`config.mk`:
```
export PLATFORM = sky130hd
export DESIGN_NAME = gemm_0_mac_acc
export DESIGN_NICKNAME = d
export VERILOG_FILES = /design/src/rtl/gemm_0_pkg.sv /design/src/rtl/gemm_0_acc_sat_add.sv /design/src/rtl/gemm_0_mac_acc.sv
export SDC_FILE = /design/constraint.sdc
export NUM_CORES = 1
export LEC_CHECK = 0
export CAP_MARGIN = 20
export CORE_MARGIN = 3
export CORE_UTILIZATION = 45
export CTS_CLUSTER_SIZE = 30
export DETAILED_ROUTE_END_ITERATION = 8
export GPL_TIMING_DRIVEN = 0
export PLACE_DENSITY = 0.7
export SYNTH_ARGS = -nofsm -noshare
export SYNTH_HDL_FRONTEND = slang
export SYNTH_SLANG_ARGS = --single-unit
export TNS_END_PERCENT = 1
```
`constraint.sdc`:
```
create_clock -name ap_clk -period 3.2 [get_ports ap_clk]
set_clock_uncertainty 0.15 [all_clocks]
set_input_delay 0.32 -clock ap_clk [delete_from_list [all_inputs] [get_ports ap_clk]]
set_output_delay 0.32 -clock ap_clk [all_outputs]
set_load 0.01 [all_outputs]
```
`src/rtl/gemm_0_pkg.sv`:
```
`default_nettype none
// ----------------------------------------------------------------------------
// gemm_0_pkg
// Shared widths and accumulator FSM state type for the gemm_0 MAC datapath.
// Revision: 1.0
// ----------------------------------------------------------------------------
package gemm_0_pkg;

  localparam int GEMM_0_PROD_W = 23;
  localparam int GEMM_0_ACC_W  = 32;

  typedef enum logic [0:0] {
    S_IDLE = 1'b0,
    S_ACC  = 1'b1
  } gemm_0_acc_state_t;

endpackage
`default_nettype wire

```
`src/rtl/gemm_0_acc_sat_add.sv`:
```
`default_nettype none
// ----------------------------------------------------------------------------
// gemm_0_acc_sat_add
// Signed accumulator adder; clamps to the signed range when GEMM_0_ACC_SAT_EN
// is defined, otherwise wraps modulo 2^WIDTH with ovf tied low.
// Revision: 1.0
// ----------------------------------------------------------------------------
module gemm_0_acc_sat_add
  import gemm_0_pkg::*;
#(
  parameter int WIDTH = GEMM_0_ACC_W
) (
  input  logic signed [WIDTH-1:0] a,
  input  logic signed [WIDTH-1:0] b,
  output logic signed [WIDTH-1:0] sum,
  output logic                    ovf
);

`ifdef GEMM_0_ACC_SAT_EN
  logic [WIDTH:0] full_w;
  logic           pos_ovf_w;
  logic           neg_ovf_w;

  assign full_w = {a[WIDTH-1], a} + {b[WIDTH-1], b};

  // The extra guard bit disagreeing with the top result bit marks overflow.
  assign pos_ovf_w = ~full_w[WIDTH] &  full_w[WIDTH-1];
  assign neg_ovf_w =  full_w[WIDTH] & ~full_w[WIDTH-1];

  always_comb begin
    sum = full_w[WIDTH-1:0];
    if (pos_ovf_w) begin
      sum = {1'b0, {(WIDTH-1){1'b1}}};
    end else if (neg_ovf_w) begin
      sum = {1'b1, {(WIDTH-1){1'b0}}};
    end
  end

  assign ovf = pos_ovf_w | neg_ovf_w;
`else
  assign sum = a + b;
  assign ovf = 1'b0;
`endif

endmodule
`default_nettype wire

```
`src/rtl/gemm_0_mac_acc.sv`:
```
`default_nettype none
// ----------------------------------------------------------------------------
// gemm_0_mac_acc
// Accumulates K_LEN signed products into one dot-product result with a
// valid/ready output stage. Optional clamp: GEMM_0_ACC_SAT_EN.
// Revision: 1.0
// ----------------------------------------------------------------------------
module gemm_0_mac_acc
  import gemm_0_pkg::*;
#(
  parameter int DIN_WIDTH  = GEMM_0_PROD_W,
  parameter int DOUT_WIDTH = GEMM_0_ACC_W,
  parameter int K_LEN      = 16
) (
  input  logic                         ap_clk,
  input  logic                         ap_rst,
  input  logic signed [DIN_WIDTH-1:0]  in_data,
  input  logic                         in_valid,
  output logic                         in_ready,
  output logic signed [DOUT_WIDTH-1:0] out_data,
  output logic                         out_valid,
  input  logic                         out_ready,
  output logic                         out_sat
);

  localparam int              CNT_W    = (K_LEN > 1) ? $clog2(K_LEN) : 1;
  localparam logic [CNT_W-1:0] CNT_LAST = CNT_W'(K_LEN - 1);

  gemm_0_acc_state_t state_q, state_d;

  logic [CNT_W-1:0]             cnt_q, cnt_d;
  logic signed [DOUT_WIDTH-1:0] acc_q, acc_d;
  logic signed [DOUT_WIDTH-1:0] out_data_q, out_data_d;
  logic                         sat_q, sat_d;
  logic                         out_valid_q, out_valid_d;
  logic                         out_sat_q, out_sat_d;

  logic signed [DOUT_WIDTH-1:0] din_ext_w;
  logic signed [DOUT_WIDTH-1:0] acc_in_w;
  logic signed [DOUT_WIDTH-1:0] sum_w;
  logic                         ovf_w;
  logic                         last_w;
  logic                         accept_w;

  assign din_ext_w = DOUT_WIDTH'(in_data);
  // A group always starts from zero, so the idle state feeds a clean operand.
  assign acc_in_w  = (state_q == S_IDLE) ? '0 : acc_q;

  gemm_0_acc_sat_add #(
    .WIDTH (DOUT_WIDTH)
  ) u_add (
    .a   (acc_in_w),
    .b   (din_ext_w),
    .sum (sum_w),
    .ovf (ovf_w)
  );

  assign last_w   = (cnt_q == CNT_LAST);
  assign in_ready = !last_w || !out_valid_q || out_ready;
  assign accept_w = in_valid && in_ready;

  always_comb begin
    state_d = state_q;
    unique case (state_q)
      S_IDLE:  if (accept_w && !last_w) state_d = S_ACC;
      S_ACC:   if (accept_w && last_w)  state_d = S_IDLE;
      default: state_d = S_IDLE;
    endcase
  end

  always_comb begin
    cnt_d       = cnt_q;
    acc_d       = acc_q;
    sat_d       = sat_q;
    out_data_d  = out_data_q;
    out_valid_d = out_valid_q;
    out_sat_d   = out_sat_q;

    if (out_valid_q && out_ready) begin
      out_valid_d = 1'b0;
    end

    // A final beat overrides the drain above so back-to-back results keep valid high.
    if (accept_w) begin
      if (last_w) begin
        out_data_d  = sum_w;
        out_valid_d = 1'b1;
        out_sat_d   = sat_q | ovf_w;
        acc_d       = '0;
        cnt_d       = '0;
        sat_d       = 1'b0;
      end else begin
        acc_d = sum_w;
        cnt_d = cnt_q + CNT_W'(1);
        sat_d = sat_q | ovf_w;
      end
    end
  end

  always_ff @(posedge ap_clk or posedge ap_rst) begin
    if (ap_rst) begin
      state_q     <= S_IDLE;
      cnt_q       <= '0;
      acc_q       <= '0;
      sat_q       <= 1'b0;
      out_data_q  <= '0;
      out_valid_q <= 1'b0;
      out_sat_q   <= 1'b0;
    end else begin
      state_q     <= state_d;
      cnt_q       <= cnt_d;
      acc_q       <= acc_d;
      sat_q       <= sat_d;
      out_data_q  <= out_data_d;
      out_valid_q <= out_valid_d;
      out_sat_q   <= out_sat_d;
    end
  end

  assign out_data  = out_data_q;
  assign out_valid = out_valid_q;
  assign out_sat   = out_sat_q;

endmodule
`default_nettype wire

```
**Yosys cells after proc, flatten, opt, wreduce, memory -nomap -nowiden**

Index checks and enable logic that the tools add are counted.
Widths: inputs -> output; s select.

- Add/subtract/negate cells: 2
- Equal/unequal tests: 1
- Mux-type cells: 9
- Bitwise logic cells: 1
- Reduce and logical (&&, ||, !) cells: 9

Operators by type and width:

| operator | number |
|---|---|
| $mux 32 | 2 |
| $add 32x23->32 | 1 |
| $mux 1 | 5 |
| $add 4x1->4 const B | 1 |
| $eq 4x4->1 const B | 1 |
| $logic_and 1x1->1 | 4 |
| $mux 4 | 1 |
| $logic_not 1->1 | 2 |
| $logic_or 1x1->1 | 2 |
| $pmux 1 s2 | 1 |
| $reduce_and 2->1 | 1 |
| $not 1->1 | 1 |

- Bits in registers: 70
- Input port bits: 27
- Output and inout bits: 35
- Word-level logic and storage cells: 27

**Longest topological paths before layout**

Gate-level depths: netlist of the first run.

- Depth after elaboration: 8
- Gate-level depth with buffers: 12
- Gate-level depth less buffers: 11

**Modules after synthesis**

From an unflattened synthesis of the first run, not the netlist that was laid out.

- Cells, all modules: 434
- Area, all modules: 4,638.2 µm²

By module, submodules not included:

| module | instances | cells each | area an instance (µm²) | sequential area each (µm²) |
|---|---|---|---|---|
| gemm_0_mac_acc | 1 | 211 | 3,025.4 | 1,801.7 |
| gemm_0_acc_sat_add | 1 | 223 | 1,612.8 | 0.0 |

**Worst setup path after synthesis of the first run**

Ideal clock, no wire load.

- Path type: reg-to-reg
- Start: register (tool-made name)
- End: register out_data_q[24] (netlist: out_data[24])
- Library setup time: 125 ps
- Arrival time: 2,716 ps
- Required time: 2,925 ps
- Slack: 209 ps
- Cell stages (with the launch flop): 12
- Path buffers: 0
- Period minus slack after synthesis: 2,991 ps
- Cell sequence: dfrtp_1 -> and2_1 -> ha_1 -> fa_1 -> a21o_1 -> a21oi_2 -> o21ai_1 -> and3_1 -> a2111oi_4 -> o21ai_2 -> xor2_1 -> mux2_4

RTL lines:

| element | line | text |
|---|---|---|
| end signal: assignment | gemm_0_mac_acc.sv:114 | `out_data_q <= out_data_d;` |
| end: declaration | gemm_0_mac_acc.sv:33 | `logic signed [DOUT_WIDTH-1:0] out_data_q, out_data_d;` |

==> impl_metrics.toml, run 1 <==
[timing]
worst_pin_slew_ns = 0.865
fmax_ghz = 0.319
min_period_ns = 3.14
tns_ns = 0
hold_viol = 0
drv_slew = 0
period_share_pct = 98.1
setup_viol = 0
maxSlewHeadroom_pct = 42.3
grt_setup_unrepaired = "true"

[cts]
clock-sinks = 70
worstSkewPairLatency_ns = 0.35
clkTransAtPathRegs_ns = 0.08
cts_root_buffer = "clkbuf_8"
cts_made_buffers = 9
postCtsHoldBufs = 0
clk_path_buf_depth = 2
cts_max_level = 3
cts_tree = "built"

[yosys]
yosys.area_share.adder_pct = 8.97
synth.mux.area_fraction_pct = 3.18
yosys.area.top_type = "dfrtp_1"
synth.avg_cell_area_um2 = 8.89
ys.flop_type = "dfrtp_1"
netlist_top_cells_count = "nand2_1, dfrtp_1, a21oi_1"
synth_compound_area_share_pct = 21.4
synth_seq_area_share_pct = 37.4
synth_top_area_share_pct = 37.4
synthMostInstantiatedCell = "nand2_1"
syn-num-nets = 587
synth-seq-cells = 70
synth_top_family_by_area = "compound AO/OA/AOI/OAI gates"
synthXorXnorAreaFrac_pct = 5.05
syn-cell-area_um2 = 4690
synth-edff-count = 0
yosysWarnings = 0
synthTopCellsByArea = "dfrtp_1, ha_1, nand2_1, and2_1, a22o_1"
yosys.area_share.simple_pct = 20.1
synth.distinct_cells = 58
syn_inst = 527
async_flop_share_pct = 100

[drt]
drt-initial-drc-count = 226
drt_pass1_iterations = 5
vias = 4113
wl_per_cell_um = 16.2
ant_nets = 0
drc = 0
viasPerCell = 5.57
wl_um = 12000

[power_and_ir_drop]
power.density_nw_per_um2 = 861
power_mw = 4.98
p_leak_nw = 2.58
vdd_drop_max_uv = 427

[final_layout]
area_growth_pct = 23.4
fin_nets = 660
fillerInstances = 908
layout-drive-gt1-share_pct = 11.7
ff_latch_area_um2 = 1750
multi_input_area_um2 = 2860
diodes = 0
final_area_um2 = 5780

[floorplanning]
dieHeight_um = 108
core_um2 = 9950
rows = 36
pin_count = 62
die_x_um = 108
initial_core_util_pct = 47.1
dieArea_um2 = 11700

[run]
drv_cap = 0

[critical_path]
cpLargestDelayFamily = "compound AO/OA/AOI/OAI gates"
path_class = "reg2reg"
start_kind = "flip-flop"
crit_path_cell_trace = "and2_1 > ha_1 > fa_1 > a21o_1 > a21oi_2 > o21ai_2 > and3_2 > a2111oi_4 > o21ai_2 > xor2_1 > mux2_4"
crit_cells = 11
cp_max_fo = 7
cp-end-kind = "flip-flop"
crit_top_cell = "o21ai_2"
cpMaxStageDelayCell = "dfrtp_2"
cp_data_required_time_ns = 3.28
crit_buf_inv = 0
cp_slowest_stage_delay_ns = 0.46
worstRegToRegCells = 11
crit_arrival_ns = 3.22

[grt]
track_usage_pct = 21.2
grt_pass1_vias = 4086
antenna_found_initial = 0
grt_pass1_wl_um = 19800
grt_max_degree = 71
overflow = 0

[placed_design]
dp_hpwl_um = 8750
post_dp_cell_area_um2 = 5460
place_congestion = 0.876
io_buffers = 60

[outcome]
outcome = "finished clean"

[hold_path]
hold_class = "reg2reg"
hold_depth = 2
## routing by layer
metal	global-route usage, %	up-vias	part of all wire [%]	wire length (um)
li1	-	2022	-	-
met1	30.3	1971	48	5800
met2	33.4	108	45	5440
met3	3.64	12	5.0	594
met4	5.59	0	1.1	131
met5	0	-	0	0
## final timing paths
path	slack (ns)	end	startpoint
worst max-delay path	0.06	out_data[24]	flip-flop
worst min-delay path	0.32	out_data[5]	out_data[5]
worst max register to register	0.06	out_data[24]	flip-flop
worst min register to register	0.32	out_data[5]	out_data[5]
max in group asynchronous	1.95	async pin	ap_rst
min in group asynchronous	0.36	out_data[1]	ap_rst
## timing repair
action	in CTS	in global routing
setup buffers	1	4
pin swaps	5	11
cloned	0	0
setup endpoints to repair	28	29
resized for setup	14	18
hold endpoints to repair	0	0
## cell families after synthesis
group           after synthesis
xor+xnor                     27
simple gates                191
flops                        70
mux                          13
buf+inv                      45
fa+ha+maj                    33
other cells                   1
compound gates              147
## through the flow
| stage | hold WS, ns | cells | worst slack [ns] | utilization, % |
|---|---|---|---|---|
| 6_report | 0.324 | 738 | 0.0611 | 58.1 |
| 5_1_grt | 0.346 | 738 | -0.0809 | 58.1 |
| 4_1_cts | 0.330 | 737 | 0.0174 | 57.1 |
| 3_5_place_dp | 0.311 | 720 | -0.466 | 54.8 |
| 3_3_place_gp | 0.305 | 720 | -0.382 | 54.8 |
| 2_1_floorplan | 0.292 | 527 | 0.209 | - |
## registers in the layout (all words and copies together) (netlist names), named ones only
register / count
acc_q: 32
cnt_q: 4
out_data: 32
out_valid: 1
## where the power goes
| part | internal, mW | switching (mW) |
|---|---|---|
| registers | 1.27 | 0.213 |
| clock network | 0.359 | 0.356 |
| logic | 1.30 | 1.48 |
## layout by cell type, fill, tap and decap left out, drive strengths merged, types with 3 or more instances in the layout
cell type	count
a21o	8
a21oi	41
a22o	23
a31o	3
a31oi	8
and2	35
and3	5
buf	13
clkbuf	29
clkdlybuf4s50	59
clkinv	5
dfrtp	70
ha	32
inv	15
mux2	12
nand2	84
nand2b	3
nand3	8
nand4	17
nor2	19
nor2b	5
nor3	4
o211ai	4
o21a	3
o21ai	36
o21bai	9
xnor2	22
xor2	5
## layout make-up
type | instances | share of cell area, %
multi-input cells | 412 | 49.4
plain buffers | 27 | 2.08
flip-flops and latches | 70 | 30.3
repair buffers | 65 | 11.0
clock buffers | 10 | 2.21
inverters | 15 | 1.02
well taps | 133 | 2.88
clock inverters | 6 | 1.08
## tightest hold or removal path: cells and delay by family (launching register included)
family / cells / cell delay, ns
DFF: 1 / 0.34
and+or+nand+nor: 2 / 0.10
Power figures use the tool's default switching activity.
==> run 2: changes to the inputs <==
Settings changed: CELL_PAD_IN_SITES_DETAIL_PLACEMENT from default to 0, CELL_PAD_IN_SITES_GLOBAL_PLACEMENT from default to 2, CORE_UTILIZATION 45 to 32, CTS_BUF_LIST from default to sky130_fd_sc_hd__clkbuf_8, PLACE_DENSITY 0.7 to 0.79.
==> impl_metrics.toml, run 2 (synthesis results as in run 1) <==
[cts]
cts_made_buffers = 9
clock-sinks = 70
cts_root_buffer = "clkbuf_8"
clkTransAtPathRegs_ns = 0.09
clk_path_buf_depth = 2
cts_tree = "built"
worstSkewPairLatency_ns = 0.37
cts_max_level = 3

[final_layout]
ff_latch_area_um2 = 1750
final_common_cell = "nand2_1"
final_util_pct = 41.8
layout-drive-gt1-share_pct = 12.7
multi_input_area_um2 = 2860
fin_nets = 662
mostFrequentLayoutCells = "nand2_1, dfrtp_1, clkdlybuf4s50_1"
stdcell_count = 787
final_area_um2 = 5900
diodes = 0
fillerInstances = 1401
area_growth_pct = 25.8

[placed_design]
post-place-ws_ns = -0.459
io_buffers = 60
post_dp_cell_area_um2 = 5540
place_congestion = 0.875
dp_hpwl_um = 9790
dpl.cell_count = 768

[drt]
drc = 0
wl_per_cell_um = 16.8
ant_nets = 0
drt_pass1_iterations = 4
wl_um = 13200
drt-initial-drc-count = 254
vias = 4054
viasPerCell = 5.15

[power_and_ir_drop]
power.density_nw_per_um2 = 863
p_seq_share_pct = 29.1
p_switching_mw = 2.08
comb_power_share_pct = 55.2
p_leak_nw = 2.61
vdd_drop_max_uv = 363
p_int_mw = 3.01
p_clk_share_pct = 15.8
switching_share_pct = 40.8

[timing]
drv_slew = 0
setup_viol = 0
grt_setup_unrepaired = "true"
min_period_ns = 3.16
worst_pin_slew_ns = 0.701
tns_ns = 0
maxSlewHeadroom_pct = 53.3
hold_viol = 0
period_share_pct = 98.8
finalWorstSetupSlack_ns = 0.0391
fmax_ghz = 0.316

[floorplanning]
initial_core_util_pct = 33.3
dieHeight_um = 127
die_x_um = 127
pin_count = 62
rows = 43
dieArea_um2 = 16100
core_um2 = 14100

[critical_path]
cp_slowest_stage_delay_ns = 0.46
crit_path_cell_trace = "clkbuf_4 > and2_1 > ha_2 > a21oi_2 > o21ai_1 > a31o_1 > a21o_1 > a2111oi_4 > o21ai_2 > xor2_1 > mux2_4"
crit_arrival_ns = 3.26
path_class = "reg2reg"
cpLargestDelayFamily = "compound AO/OA/AOI/OAI gates"
start_kind = "flip-flop"
cp_max_fo = 10
crit_cells = 11
cp_data_required_time_ns = 3.30
cpMaxStageDelayCell = "dfrtp_2"
cp-end-kind = "flip-flop"
worstRegToRegCells = 11
crit_buf_inv = 1

[grt]
antenna_found_initial = 0
overflow = 0
track_usage_pct = 16.9
grt_pass1_vias = 4128
grt_max_degree = 42
grt_pass1_wl_um = 21800

[outcome]
outcome = "finished clean"

[run]
drv_cap = 0

[hold_path]
hold_class = "in2async"
run 2: cell types whose count changed in the layout (fill, tap and decap cells not counted), sizes merged:
cell / previous run / this run
clkbuf: 29 / 36
buf: 13 / 11
clkinv: 5 / 2
run 2: through the flow:
step | hold slack [ns] | power, mW
after floorplan | 0.292 | 3.29
after global placement | 0.306 | 4.12
after detailed placement | 0.312 | 4.17
after CTS | 0.141 | 5.06
after global routing | 0.174 | 5.51
final | 0.142 | 5.09
run 2: power groups by stage:
stage / registers, mW / clock network (mW) / logic (mW)
2_1_floorplan: 1.53 / 0 / 1.76
5_1_grt: 1.54 / 0.866 / 3.11
6_report: 1.48 / 0.803 / 2.81
4_1_cts: 1.48 / 0.836 / 2.75
3_5_place_dp: 1.50 / 0 / 2.67
3_3_place_gp: 1.48 / 0 / 2.64
run 2: worst reg2reg max path: stages (launching register included):
cell and delay, ns:
dfrtp_2 0.46, clkbuf_4 0.20, and2_1 0.15, ha_2 0.31
a21oi_2 0.18, o21ai_1 0.16, a31o_1 0.26, a21o_1 0.21
a2111oi_4 0.39, o21ai_2 0.12, xor2_1 0.17, mux2_4 0.27
run 2: layout make-up:
class | count | area share [%]
tap | 180 | 3.82
multi-input combinational | 412 | 48.5
sequential | 70 | 29.7
buffer | 30 | 2.33
clock inverter | 3 | 0.679
timing repair buffer | 64 | 10.9
inverter | 15 | 0.997
clock buffer | 13 | 3.03
run 2: final timing paths:
path / endpoint / slack, ns / from
worst min-delay path: out_valid / 0.14 / ap_rst
worst max-delay path: out_data[24] / 0.04 / flip-flop
worst min register to register: out_data[7] / 0.32 / out_data[7]
max in group asynchronous: out_data[17] / 2.17 / ap_rst
worst max register to register: out_data[24] / 0.04 / flip-flop
min in group ap_clk: out_data[7] / 0.32 / out_data[7]
run 2: per-layer routing:
| metal | vias to the layer above | GRT usage [%] | share of wire [%] |
|---|---|---|---|
| li1 | 2027 | - | - |
| met1 | 1953 | 23.0 | 49 |
| met2 | 61 | 26.8 | 46 |
| met3 | 13 | 3.64 | 3.6 |
| met4 | 0 | 5.36 | 1.5 |
| met5 | - | 0 | 0 |
run 2: what timing repair did:
| action | CTS | global route |
|---|---|---|
| hold endpoints to repair | 0 | 0 |
| pin swaps | 5 | 6 |
| setup endpoints to repair | 32 | 27 |
| setup buffers | 2 | 1 |
| hold buffers | 0 | 0 |
| resized for setup | 19 | 16 |
